<file path="config.mk">
export PLATFORM = sky130hd
export DESIGN_NAME = tm1638_responder
export DESIGN_NICKNAME = d
export VERILOG_FILES = /design/src/rtl/tm1638_responder.sv
export SDC_FILE = /design/constraint.sdc
export NUM_CORES = 1
export LEC_CHECK = 0
export CORE_ASPECT_RATIO = 2
export CORE_UTILIZATION = 50
export CTS_CLUSTER_DIAMETER = 200
export DETAILED_ROUTE_END_ITERATION = 12
export GPL_ROUTABILITY_DRIVEN = 0
export PLACE_DENSITY = 0.69
export SYNTH_ARGS = -nofsm -noshare
export SYNTH_HDL_FRONTEND = slang
export SYNTH_SLANG_ARGS = --single-unit
</file>
<file path="constraint.sdc">
create_clock -name clk -period 2.6 [get_ports clk]
set_input_delay 0.52 -clock clk [delete_from_list [all_inputs] [get_ports clk]]
set_output_delay 0.52 -clock clk [all_outputs]
set_load 0.02 [all_outputs]
</file>
<file path="src/rtl/tm1638_responder.sv">
// TM1638 device-side emulation: oversampled STB/CLK/DIO, display RAM, key-scan readback.
// Pin-to-action latency 3 clk cycles; no backpressure, master pacing must respect sclk phases >= 4 clk.
module tm1638_responder (
    input  logic        clk,
    input  logic        rst_n,
    input  logic        stb,
    input  logic        sclk,
    input  logic        dio_in,
    output logic        dio_out,
    output logic        dio_oe,
    input  logic [31:0] keys,
    input  logic [3:0]  rd_addr,
    output logic [7:0]  rd_data,
    output logic        disp_on,
    output logic [2:0]  brightness,
    output logic        byte_strobe
);
    typedef enum logic [1:0] {S_IDLE, S_CMD, S_WDATA, S_READ} state_t;

    logic [1:0]  stb_sync_q, sclk_sync_q, dio_sync_q;
    logic        stb_prev_q, sclk_prev_q;
    state_t      state_q, state_d;
    logic [2:0]  bit_cnt_q, bit_cnt_d;
    logic [7:0]  shift_q, shift_d;
    logic [3:0]  ptr_q, ptr_d;
    logic        fixed_q, fixed_d;
    logic        disp_on_q, disp_on_d;
    logic [2:0]  bright_q, bright_d;
    logic [7:0]  rd_shift_q, rd_shift_d;
    logic [23:0] key_buf_q, key_buf_d;
    logic [2:0]  rd_bit_cnt_q, rd_bit_cnt_d;
    logic        dio_out_q, dio_out_d;
    logic        dio_oe_q, dio_oe_d;
    logic        byte_strobe_q, byte_strobe_d;
    logic        ram_we;
    logic [7:0]  ram_q [16];

    logic stb_s, sclk_s, dio_s;
    logic sclk_rise, sclk_fall, stb_rise, stb_fall;
    logic [7:0] rx_byte;

    assign stb_s     = stb_sync_q[1];
    assign sclk_s    = sclk_sync_q[1];
    assign dio_s     = dio_sync_q[1];
    assign sclk_rise = sclk_s & ~sclk_prev_q;
    assign sclk_fall = ~sclk_s & sclk_prev_q;
    assign stb_rise  = stb_s & ~stb_prev_q;
    assign stb_fall  = ~stb_s & stb_prev_q;
    assign rx_byte   = {dio_s, shift_q[7:1]};

    always_ff @(posedge clk or negedge rst_n) begin
        if (!rst_n) begin
            stb_sync_q  <= 2'b11;
            sclk_sync_q <= 2'b11;
            dio_sync_q  <= 2'b00;
            stb_prev_q  <= 1'b1;
            sclk_prev_q <= 1'b1;
        end else begin
            stb_sync_q  <= {stb_sync_q[0], stb};
            sclk_sync_q <= {sclk_sync_q[0], sclk};
            dio_sync_q  <= {dio_sync_q[0], dio_in};
            stb_prev_q  <= stb_s;
            sclk_prev_q <= sclk_s;
        end
    end

    always_comb begin
        state_d       = state_q;
        bit_cnt_d     = bit_cnt_q;
        shift_d       = shift_q;
        ptr_d         = ptr_q;
        fixed_d       = fixed_q;
        disp_on_d     = disp_on_q;
        bright_d      = bright_q;
        rd_shift_d    = rd_shift_q;
        key_buf_d     = key_buf_q;
        rd_bit_cnt_d  = rd_bit_cnt_q;
        byte_strobe_d = 1'b0;
        ram_we        = 1'b0;
        case (state_q)
            S_IDLE: begin
                if (stb_fall) begin
                    state_d   = S_CMD;
                    bit_cnt_d = '0;
                    shift_d   = '0;
                end
            end
            S_CMD, S_WDATA: begin
                if (sclk_rise) begin
                    shift_d   = rx_byte;
                    bit_cnt_d = bit_cnt_q + 3'd1;
                    if (bit_cnt_q == 3'd7) begin
                        byte_strobe_d = 1'b1;
                        if (state_q == S_WDATA) begin
                            ram_we = 1'b1;
                            if (!fixed_q) ptr_d = ptr_q + 4'd1;
                        end else begin
                            case (rx_byte[7:6])
                                2'b01: begin
                                    if (rx_byte[1]) begin
                                        state_d      = S_READ;
                                        rd_shift_d   = keys[7:0];
                                        key_buf_d    = keys[31:8];
                                        rd_bit_cnt_d = '0;
                                    end else begin
                                        fixed_d = rx_byte[2];
                                    end
                                end
                                2'b10: begin
                                    disp_on_d = rx_byte[3];
                                    bright_d  = rx_byte[2:0];
                                end
                                2'b11: begin
                                    ptr_d   = rx_byte[3:0];
                                    state_d = S_WDATA;
                                end
                                default: ;
                            endcase
                        end
                    end
                end
            end
            S_READ: begin
                if (sclk_fall) begin
                    rd_bit_cnt_d = rd_bit_cnt_q + 3'd1;
                    // Byte boundary: pull the next key byte; the buffer zero-fills behind it.
                    if (rd_bit_cnt_q == 3'd7) begin
                        rd_shift_d = key_buf_q[7:0];
                        key_buf_d  = {8'h00, key_buf_q[23:8]};
                    end else begin
                        rd_shift_d = {1'b0, rd_shift_q[7:1]};
                    end
                end
            end
            default: state_d = S_IDLE;
        endcase
        // Frame close comes after byte completion so a coincident last edge still lands.
        if (stb_rise && state_q != S_IDLE) begin
            state_d    = S_IDLE;
            rd_shift_d = '0;
        end
        dio_oe_d  = (state_d == S_READ);
        dio_out_d = (state_d == S_READ) ? rd_shift_d[0] : 1'b0;
    end

    always_ff @(posedge clk or negedge rst_n) begin
        if (!rst_n) begin
            state_q       <= S_IDLE;
            bit_cnt_q     <= '0;
            shift_q       <= '0;
            ptr_q         <= '0;
            fixed_q       <= 1'b0;
            disp_on_q     <= 1'b0;
            bright_q      <= '0;
            rd_shift_q    <= '0;
            key_buf_q     <= '0;
            rd_bit_cnt_q  <= '0;
            dio_out_q     <= 1'b0;
            dio_oe_q      <= 1'b0;
            byte_strobe_q <= 1'b0;
            for (int i = 0; i < 16; i++) ram_q[i] <= '0;
        end else begin
            state_q       <= state_d;
            bit_cnt_q     <= bit_cnt_d;
            shift_q       <= shift_d;
            ptr_q         <= ptr_d;
            fixed_q       <= fixed_d;
            disp_on_q     <= disp_on_d;
            bright_q      <= bright_d;
            rd_shift_q    <= rd_shift_d;
            key_buf_q     <= key_buf_d;
            rd_bit_cnt_q  <= rd_bit_cnt_d;
            dio_out_q     <= dio_out_d;
            dio_oe_q      <= dio_oe_d;
            byte_strobe_q <= byte_strobe_d;
            if (ram_we) ram_q[ptr_q] <= rx_byte;
        end
    end

    assign dio_out     = dio_out_q;
    assign dio_oe      = dio_oe_q;
    assign rd_data     = ram_q[rd_addr];
    assign disp_on     = disp_on_q;
    assign brightness  = bright_q;
    assign byte_strobe = byte_strobe_q;
endmodule

</file>
==> results of run 1 <==
flip-flops by register name, indices dropped and copies added (netlist names), 2 cells and up:
| signal | flops |
|---|---|
| key_buf_q | 24 |
| shift_q | 7 |
| stb_sync_q | 2 |
| dio_sync_q | 2 |
| state_q | 2 |
| ptr_q | 4 |
| sclk_sync_q | 2 |
| ram_q | 128 |
| rd_bit_cnt_q | 3 |
| bit_cnt_q | 3 |
| rd_shift_q | 8 |
| brightness | 3 |
final cells by class:
class	instances	area (sq um)
multi-input combinational	377	4140
inverter	17	63.8
clock inverter	15	180
fill	1447	7430
tap	216	270
clock buffer	17	425
sequential	195	4890
timing repair buffer	89	910
per-layer routing:
| layer | vias up | global-route usage [%] | share of wire (%) |
|---|---|---|---|
| met5 | - | 0 | 0 |
| met4 | 0 | 10.1 | 2.9 |
| met3 | 39 | 3.15 | 2.0 |
| met2 | 116 | 46.7 | 59 |
| met1 | 2956 | 25.6 | 36 |
| li1 | 2467 | - | - |
timing repair:
action	4_1_cts	5_1_grt
gates resized for setup	41	4
cloned	2	0
pin swaps	0	0
setup endpoints to repair	8	2
worst max-delay path, cell delays in order:
cell and delay [ns]:
sky130_fd_sc_hd__buf_8 0.13, sky130_fd_sc_hd__buf_12 0.16, sky130_fd_sc_hd__mux4_1 0.56, sky130_fd_sc_hd__mux4_2 0.49, sky130_fd_sc_hd__buf_4 0.18
Yosys cell counts (2+ instances only):
master	instances
sky130_fd_sc_hd__buf_8	2
sky130_fd_sc_hd__o2bb2ai_1	7
sky130_fd_sc_hd__and4_1	3
sky130_fd_sc_hd__buf_6	2
sky130_fd_sc_hd__dfrtp_1	189
sky130_fd_sc_hd__clkbuf_1	18
sky130_fd_sc_hd__mux4_1	24
sky130_fd_sc_hd__nor3b_1	3
sky130_fd_sc_hd__mux2i_1	17
sky130_fd_sc_hd__and2_1	4
sky130_fd_sc_hd__mux2_1	14
sky130_fd_sc_hd__dfstp_2	6
sky130_fd_sc_hd__nand2b_1	8
sky130_fd_sc_hd__mux2_2	153
sky130_fd_sc_hd__buf_2	12
sky130_fd_sc_hd__mux4_2	16
sky130_fd_sc_hd__o21ai_0	6
sky130_fd_sc_hd__a21oi_1	14
sky130_fd_sc_hd__o21bai_1	2
sky130_fd_sc_hd__nand3_1	3
sky130_fd_sc_hd__nand2_1	15
sky130_fd_sc_hd__nand4_2	2
sky130_fd_sc_hd__nand3_2	2
sky130_fd_sc_hd__buf_1	5
sky130_fd_sc_hd__nor3_1	3
sky130_fd_sc_hd__a22o_1	13
sky130_fd_sc_hd__nor2b_1	6
sky130_fd_sc_hd__nand3b_1	2
sky130_fd_sc_hd__ha_1	11
sky130_fd_sc_hd__nor2_2	6
sky130_fd_sc_hd__nand2_2	6
sky130_fd_sc_hd__nor3_4	2
sky130_fd_sc_hd__nor2_1	15
sky130_fd_sc_hd__inv_1	17
logic make-up (layout without fill, tap and decap cells):
| kind of cell | after synthesis | count (layout) |
|---|---|---|
| AO/OA/AOI/OAI | 54 | 54 |
| adder cells (fa/ha/maj) | 11 | 11 |
| buffers and inverters | 59 | 138 |
| flip-flops | 195 | 195 |
| multiplexers | 224 | 224 |
| AND/OR/NAND/NOR | 88 | 88 |
through the flow:
step	utilization, %	setup WS [ns]	std cells	hold WS (ns)	setup TNS [ns]
6_report	59.4	0.0353	926	0.110	0
5_1_grt	59.4	0.0153	926	0.160	0
4_1_cts	59.3	0.0249	926	0.148	0
3_5_place_dp	55.8	-0.560	892	0.336	-4.32
3_3_place_gp	55.8	-0.552	892	0.336	-4.14
2_1_floorplan	-	0.247	631	0.224	0
worst max-delay path by stage:
stage | start | end | slack, ns | cells past startpoint
CTS | rd_addr[0] | rd_data[2] | 0.02 | 5
global placement | rd_addr[1] | rd_data[6] | -0.55 | 5
detailed placement | rd_addr[1] | rd_data[5] | -0.56 | 5
finish | rd_addr[0] | rd_data[6] | 0.04 | 5
global route | rd_addr[0] | rd_data[0] | 0.02 | 5
floorplan | rd_addr[0] | rd_data[0] | 0.25 | 4
power by group through the flow:
stage	combinational (W)	clock (W)	sequential (W)
2_1_floorplan	0.000523	0	0.00322
3_3_place_gp	0.000714	0	0.00333
3_5_place_dp	0.000750	0	0.00334
4_1_cts	0.000781	0.00272	0.00328
5_1_grt	0.000847	0.00282	0.00331
6_report	0.000766	0.00267	0.00329
==> results_tabular.tex, run 1 <==
\begin{tabular}{lr}
\hline
Metric & Value \\
\hline
\multicolumn{2}{l}{\textbf{Status}} \\
\quad Outcome & complete, but fails checks \\
\quad Violations in the final reports & DRC \\
\multicolumn{2}{l}{\textbf{CTS}} \\
\quad Buffer depth of the longest clock path & 2 \\
\quad Clock latency at the later pin of the worst-skew pair & 0.44 ns \\
\quad Count of buffers added by post-CTS timing repair for setup & 0 \\
\quad Cell at the root of the clock tree & sky130\_fd\_sc\_hd\_\_clkbuf\_16 \\
\quad Number of clock sinks & 195 \\
\quad Number of clock buffers inserted by TritonCTS & 17 \\
\quad Clock-pin slew on the worst setup and hold paths & 0.07 ns \\
\quad CTS tree & done \\
\quad H-tree depth reported by CTS & 4 \\
\quad Hold-fix buffers, CTS & 0 \\
\multicolumn{2}{l}{\textbf{Floorplanning}} \\
\quad Standard-cell row count & 70 \\
\quad Area of the die & 19200 sq um \\
\quad Num ports & 56 \\
\quad Floorplan Core Area & 18300 sq um \\
\quad Vertical die dimension & 195 um \\
\quad Starting utilization of the core area & 50.9\% \\
\quad Floorplan die width & 98.5 um \\
\multicolumn{2}{l}{\textbf{Critical path}} \\
\quad FF-to-FF End & key\_buf\_q[4] \\
\quad Reg-to-Reg Start & bit\_cnt\_q[0] \\
\quad Reg2reg setup slack & 0.21 ns \\
\quad Required arrival time at the worst endpoint & 2.08 ns \\
\quad Arrival time reported for the critical path endpoint & 2.04 ns \\
\quad Critical path class & input port to output port \\
\quad Worst setup SP type & input port \\
\quad Count of cells along the worst register-to-register path & 7 \\
\quad Setup crit end kind & output port \\
\quad CP Max Fanout & 10 \\
\multicolumn{2}{l}{\textbf{Timing}} \\
\quad Count of pins over their slew limit & 0 \\
\quad Fmax & 390 MHz \\
\quad Share of the clock period used by the worst path & 98.6\% \\
\quad Number of hold violations in the final report & 0 \\
\quad Minimum period implied by the final worst setup slack & 2.56 ns \\
\quad Remaining max-slew budget at the tightest pin & 42.7\% \\
\quad Final setup vio count & 0 \\
\quad Unrepaired setup endpoints after global routing & no \\
\quad Max Clock Skew & 0.0117 ns \\
\quad Worst Tran Pin Value & 0.858 ns \\
\multicolumn{2}{l}{\textbf{Final layout}} \\
\quad Post-layout net count & 749 \\
\quad Design Area, Final & 10900 sq um \\
\quad Most common cell after layout, fill and taps aside & sky130\_fd\_sc\_hd\_\_dfrtp\_1 \\
\quad Final antenna diode count & 0 \\
\quad Layout-stage area growth over the synthesis result & 16.7\% \\
\quad Share of layout cells above drive strength 1 & 38.9\% \\
\quad Commonest cells after routing, fill and taps aside & 189 x sky130\_fd\_sc\_hd\_\_dfrtp\_1, 153 x sky130\_fd\_sc\_hd\_\_mux2\_2, 44 x sky130\_fd\_sc\_hd\_\_clkdlybuf4s50\_1 \\
\multicolumn{2}{l}{\textbf{Pwr}} \\
\quad Fraction of power consumed by combinational cells & 11.4\% \\
\quad Sequential power share & 48.9\% \\
\quad Switching Fraction & 27.3\% \\
\quad Power per standard cell area & 619 nW/um\^{}2 \\
\quad Clock power share & 39.7\% \\
\quad Worst ir drop on vdd & 0.000434 V \\
\quad Leak Pwr & 5.27 nW \\
\quad Internal power component & 0.00489 W \\
\quad Total Power Consumption & 0.00673 W \\
\quad Net switching power of the design & 0.00184 W \\
\multicolumn{2}{l}{\textbf{Hold path}} \\
\quad Path type of the worst min-delay path & input port to async pin \\
\multicolumn{2}{l}{\textbf{GRT}} \\
\quad Total Routing Usage GR & 24.1\% \\
\quad Via count of the first global-routing pass & 6237 \\
\quad Wire length of the first global-routing pass & 34200 um \\
\quad Largest net degree at the start of global routing & 78 \\
\quad Antenna violations before repair & 0 \\
\quad Gr ovfl total & 0 \\
\multicolumn{2}{l}{\textbf{Placement}} \\
\quad HPWL after detailed placement & 14700 um \\
\quad Post-placement cell area & 10200 sq um \\
\quad Count of buffers inserted at the top-level ports & 55 \\
\multicolumn{2}{l}{\textbf{Synth}} \\
\quad Share of synthesized area spent on multiplexers & 32.6\% \\
\quad Adder-cell area share of the yosys netlist & 1.48\% \\
\quad Cell accounting for the most synthesized area & sky130\_fd\_sc\_hd\_\_dfrtp\_1 \\
\quad Largest family of logic cells by synthesized area & multiplexers \\
\quad Synth Area in Compound Gates & 4.30\% \\
\quad XOR/XNOR share of the synthesized area & 0\% \\
\quad Flip-flop cell with the highest count after synthesis & sky130\_fd\_sc\_hd\_\_dfrtp\_1 \\
\quad Share of async-settable or async-resettable flops after synthesis & 100\% \\
\quad Mapped cell area & 9320 sq um \\
\quad Post-synthesis instance total & 631 \\
\quad Number of flops mapped to enable cells by yosys & 0 \\
\quad Simple-gate portion of the synthesized area & 5.96\% \\
\quad Share of Yosys cell area claimed by the top area cell type & 50.8\% \\
\quad Top cells by area in the synthesized netlist & sky130\_fd\_sc\_hd\_\_dfrtp\_1 51\%, sky130\_fd\_sc\_hd\_\_mux2\_2 18\%, sky130\_fd\_sc\_hd\_\_mux4\_1 6.8\%, sky130\_fd\_sc\_hd\_\_mux4\_2 3.9\%, sky130\_fd\_sc\_hd\_\_mux2i\_1 1.8\% \\
\quad Syn Area/Cell & 14.8 sq um \\
\quad Fraction of the yosys area taken by sequential cells & 52.5\% \\
\quad Number of nets produced by synthesis & 683 \\
\quad Count of cell types in the netlist & 57 \\
\quad Synthesis Warnings & 0 \\
\quad Register bit count reported by yosys & 195 \\
\multicolumn{2}{l}{\textbf{Route}} \\
\quad Antenna Nets Post-Route & 0 \\
\quad Post-DR vias/cell & 6.02 \\
\quad Number of design-rule violations left by the first detailed-router iteration & 219 \\
\quad WL/cell & 23.0 um \\
\quad DRC violation count after routing & 1 \\
\quad Via count & 5578 \\
\quad Final routed wirelength across all metal layers & 21300 um \\
\quad DR pass1 iterations & 8 \\
\multicolumn{2}{l}{\textbf{Flow run}} \\
\quad Max Cap Violations & 0 \\
\hline
\end{tabular}
(Power assumes the default switching activity.)
==> run 2: changes to the inputs <==
==> constraint.sdc (replaced) <==
create_clock -name clk -period 2.6 [get_ports clk]
set_input_delay 0.52 -clock clk [delete_from_list [all_inputs] [get_ports clk]]
set_output_delay 0.52 -clock clk [all_outputs]
set_load 0.05 [all_outputs]
==> run 2 against run 1 <==
Effect of this change:
- the run now ends clean
- die area stayed put
- cell area is 0.44% higher
- non-clock buffer count is 1 higher
- global-route usage is 0.088 points lower
==> results_tabular.tex, run 2 (same netlist as run 1, synthesis figures left out) <==
\begin{tabular}{lr}
\hline
Metric & Value \\
\hline
\multicolumn{2}{l}{\textbf{Status}} \\
\quad Outcome & completed \\
\multicolumn{2}{l}{\textbf{Final layout}} \\
\quad Layout-stage area growth over the synthesis result & 17.2\% \\
\quad Max FFs per register & 128 (unchanged) \\
\quad Share of layout cells above drive strength 1 & 39.2\% (+0.37 points) \\
\quad Total area of multi-input combinational cells & 4130 sq um (-0.18\%) \\
\quad Non-filler cells, final & 927 (+0.11\%) \\
\quad Regs by FF count & ram\_q: 128 flops, key\_buf\_q: 24 flops, rd\_shift\_q: 8 flops \\
\quad Final antenna diode count & 0 (unchanged) \\
\quad Commonest cells after routing, fill and taps aside & 189 x sky130\_fd\_sc\_hd\_\_dfrtp\_1, 153 x sky130\_fd\_sc\_hd\_\_mux2\_2, 44 x sky130\_fd\_sc\_hd\_\_clkdlybuf4s50\_1 \\
\quad FF+latch area & 4890 sq um (unchanged) \\
\quad Most common cell after layout, fill and taps aside & sky130\_fd\_sc\_hd\_\_dfrtp\_1 \\
\quad Largest Register & ram\_q \\
\quad \# fillers & 1398 (-3.4\%) \\
\quad Post-layout net count & 750 (+0.13\%) \\
\multicolumn{2}{l}{\textbf{GRT}} \\
\quad Wire length of the first global-routing pass & 34100 um (-0.42\%) \\
\quad Via count of the first global-routing pass & 6204 (-0.53\%) \\
\quad Gr ovfl total & 0 (unchanged) \\
\quad Total Routing Usage GR & 24.0\% (-0.088 points) \\
\quad Largest net degree at the start of global routing & 82 (+5.1\%) \\
\quad Antenna violations before repair & 0 (unchanged) \\
\multicolumn{2}{l}{\textbf{Route}} \\
\quad DR pass1 iterations & 6 (-2) \\
\quad Post-DR vias/cell & 5.95 (-1.1\%) \\
\quad Via count & 5520 (-1.0\%) \\
\quad WL/cell & 22.9 um (-0.37\%) \\
\quad DRC violation count after routing & 0 (-1) \\
\quad Final routed wirelength across all metal layers & 21300 um (-0.27\%) \\
\quad Antenna Nets Post-Route & 0 (unchanged) \\
\quad Number of design-rule violations left by the first detailed-router iteration & 172 (-21\%) \\
\multicolumn{2}{l}{\textbf{Floorplanning}} \\
\quad Standard-cell row count & 70 (unchanged) \\
\quad Floorplan Core Area & 18300 sq um (unchanged) \\
\quad Vertical die dimension & 195 um (unchanged) \\
\quad Num ports & 56 (unchanged) \\
\quad Area of the die & 19200 sq um (unchanged) \\
\quad Floorplan die width & 98.5 um (unchanged) \\
\quad Starting utilization of the core area & 50.9\% (unchanged) \\
\multicolumn{2}{l}{\textbf{Critical path}} \\
\quad Required arrival time at the worst endpoint & 2.08 ns (about the same) \\
\quad Arrival time reported for the critical path endpoint & 2.06 ns (+0.02 ns) \\
\quad Cell-by-cell listing of the critical path & buf\_8, buf\_8, mux4\_1, mux4\_2, buf\_4 \\
\quad Count of cells along the worst register-to-register path & 6 (-1) \\
\quad Cell type of the slowest stage on the worst timing path & sky130\_fd\_sc\_hd\_\_mux4\_1 \\
\quad Crit-path leading delay family & multiplexers \\
\quad Setup crit end kind & output port \\
\quad Worst path depth & 5 (unchanged) \\
\quad Buffers plus inverters on the worst setup path & 3 (unchanged) \\
\quad CP Max Fanout & 7 (-3) \\
\quad Worst setup SP type & input port \\
\quad Delay contributed by the slowest stage of the critical path & 0.57 ns (about the same) \\
\quad Critical path class & input port to output port \\
\quad Most frequent CP cell & sky130\_fd\_sc\_hd\_\_buf\_8 \\
\multicolumn{2}{l}{\textbf{Timing}} \\
\quad Worst hold slack & 0.120 ns (+0.00976 ns) \\
\quad Number of hold violations in the final report & 0 (unchanged) \\
\quad Setup ws final & 0.0191 ns (-0.0162 ns) \\
\quad Worst Tran Pin Value & 0.803 ns (-0.0559 ns) \\
\quad Minimum period implied by the final worst setup slack & 2.58 ns (+0.0162 ns) \\
\quad Final setup vio count & 0 (unchanged) \\
\quad Unrepaired setup endpoints after global routing & no \\
\quad Count of pins over their slew limit & 0 (unchanged) \\
\quad Fmax & 387 MHz (-0.63\%) \\
\quad Remaining max-slew budget at the tightest pin & 46.1\% (+3.4 points) \\
\quad Share of the clock period used by the worst path & 99.3\% (+0.62 points) \\
\quad Max Clock Skew & 0.0120 ns (+0.000315 ns) \\
\multicolumn{2}{l}{\textbf{Pwr}} \\
\quad Worst ir drop on vdd & 0.000413 V (-4.7\%) \\
\quad Sequential power share & 48.6\% (-0.3 points) \\
\quad Leak Pwr & 5.27 nW (+0.18\%) \\
\quad Net switching power of the design & 0.00182 W (-0.89\%) \\
\quad Internal power component & 0.00492 W (+0.64\%) \\
\quad Power per standard cell area & 618 nW/um\^{}2 (-0.21\%) \\
\quad Switching Fraction & 27.0\% (-0.30 points) \\
\quad Fraction of power consumed by combinational cells & 11.2\% (-0.2 points) \\
\quad Clock power share & 40.2\% (+0.5 points) \\
\multicolumn{2}{l}{\textbf{Placement}} \\
\quad HPWL after detailed placement & 14600 um (-0.63\%) \\
\quad Post-Place Worst Slack & -0.224 ns (+0.336 ns) \\
\quad Count of buffers inserted at the top-level ports & 55 (unchanged) \\
\quad Placed cell count & 892 (unchanged) \\
\multicolumn{2}{l}{\textbf{CTS}} \\
\quad Clock-pin slew on the worst setup and hold paths & 0.07 ns (about the same) \\
\quad CTS tree & done \\
\quad Count of buffers added by post-CTS timing repair for setup & 0 (unchanged) \\
\quad Buffer depth of the longest clock path & 2 (unchanged) \\
\quad H-tree depth reported by CTS & 4 (unchanged) \\
\quad Number of clock sinks & 195 (unchanged) \\
\quad Number of clock buffers inserted by TritonCTS & 17 (unchanged) \\
\quad Cell at the root of the clock tree & sky130\_fd\_sc\_hd\_\_clkbuf\_16 \\
\quad Hold-fix buffers, CTS & 0 (unchanged) \\
\quad Clock latency at the later pin of the worst-skew pair & 0.44 ns (about the same) \\
\multicolumn{2}{l}{\textbf{Flow run}} \\
\quad Max Cap Violations & 0 (unchanged) \\
\multicolumn{2}{l}{\textbf{Hold path}} \\
\quad Path type of the worst min-delay path & input port to async pin \\
\hline
\end{tabular}
-- run 2: cell type report --
| cell class | count | share of cell area (%) |
|---|---|---|
| flip-flops and latches | 195 | 44.8 |
| well taps | 216 | 2.48 |
| multi-input cells | 377 | 37.8 |
| clock buffers | 18 | 4.02 |
| inverters | 17 | 0.584 |
| repair buffers | 90 | 8.82 |
| clock inverters | 14 | 1.54 |
-- run 2: power groups by stage --
stage,sequential [W],combinational (W),clock [W]
6_report,0.00328,0.000754,0.00271
5_1_grt,0.00330,0.000836,0.00286
4_1_cts,0.00328,0.000768,0.00275
3_5_place_dp,0.00334,0.000736,0
3_3_place_gp,0.00333,0.000711,0
2_1_floorplan,0.00322,0.000523,0
-- run 2: final timing paths --
check	from	endpoint	slack [ns]
worst max-delay path	rd_addr[0]	rd_data[1]	0.02
worst min-delay path	rst_n	dio_oe	0.12
worst max register to register	bit_cnt_q[1]	ram_q[15]	0.23
worst min register to register	dio_sync_q[0]	dio_sync_q[1]	0.35
max in group asynchronous	rst_n	ram_q[103]	1.75
min in group clk	dio_sync_q[0]	dio_sync_q[1]	0.35
-- run 2: layer usage --
layer	GRT usage, %	vias to the layer above	wire [um]
met1	26.0	2885	7500
met2	46.3	115	12600
met4	10.2	0	646
met5	0	-	0
li1	-	2481	-
met3	2.72	39	513
-- run 2: what timing repair did --
action	in CTS	in global routing
setup endpoints to repair	8	3
gates resized for setup	18	3
pin swaps	0	0
cloned	3	0
-- run 2: through the flow --
stage | setup TNS (ns) | total power, W | instance area [sq um] | utilization, %
after floorplan | 0 | 0.00375 | 9320 | -
after global placement | -1.36 | 0.00404 | 10200 | 55.7
after detailed placement | -1.53 | 0.00407 | 10200 | 55.7
after CTS | 0 | 0.00680 | 10900 | 59.6
after global routing | 0 | 0.00699 | 10900 | 59.7
final | 0 | 0.00674 | 10900 | 59.7
-- run 2: worst reg2reg max path, cell delays in order, from the launching register on --
cell	delay, ns
sky130_fd_sc_hd__dfrtp_1	0.37
sky130_fd_sc_hd__ha_1	0.16
sky130_fd_sc_hd__ha_1	0.30
sky130_fd_sc_hd__and2_1	0.26
sky130_fd_sc_hd__and4_1	0.36
sky130_fd_sc_hd__nand3_2	0.38
sky130_fd_sc_hd__mux2_2	0.42
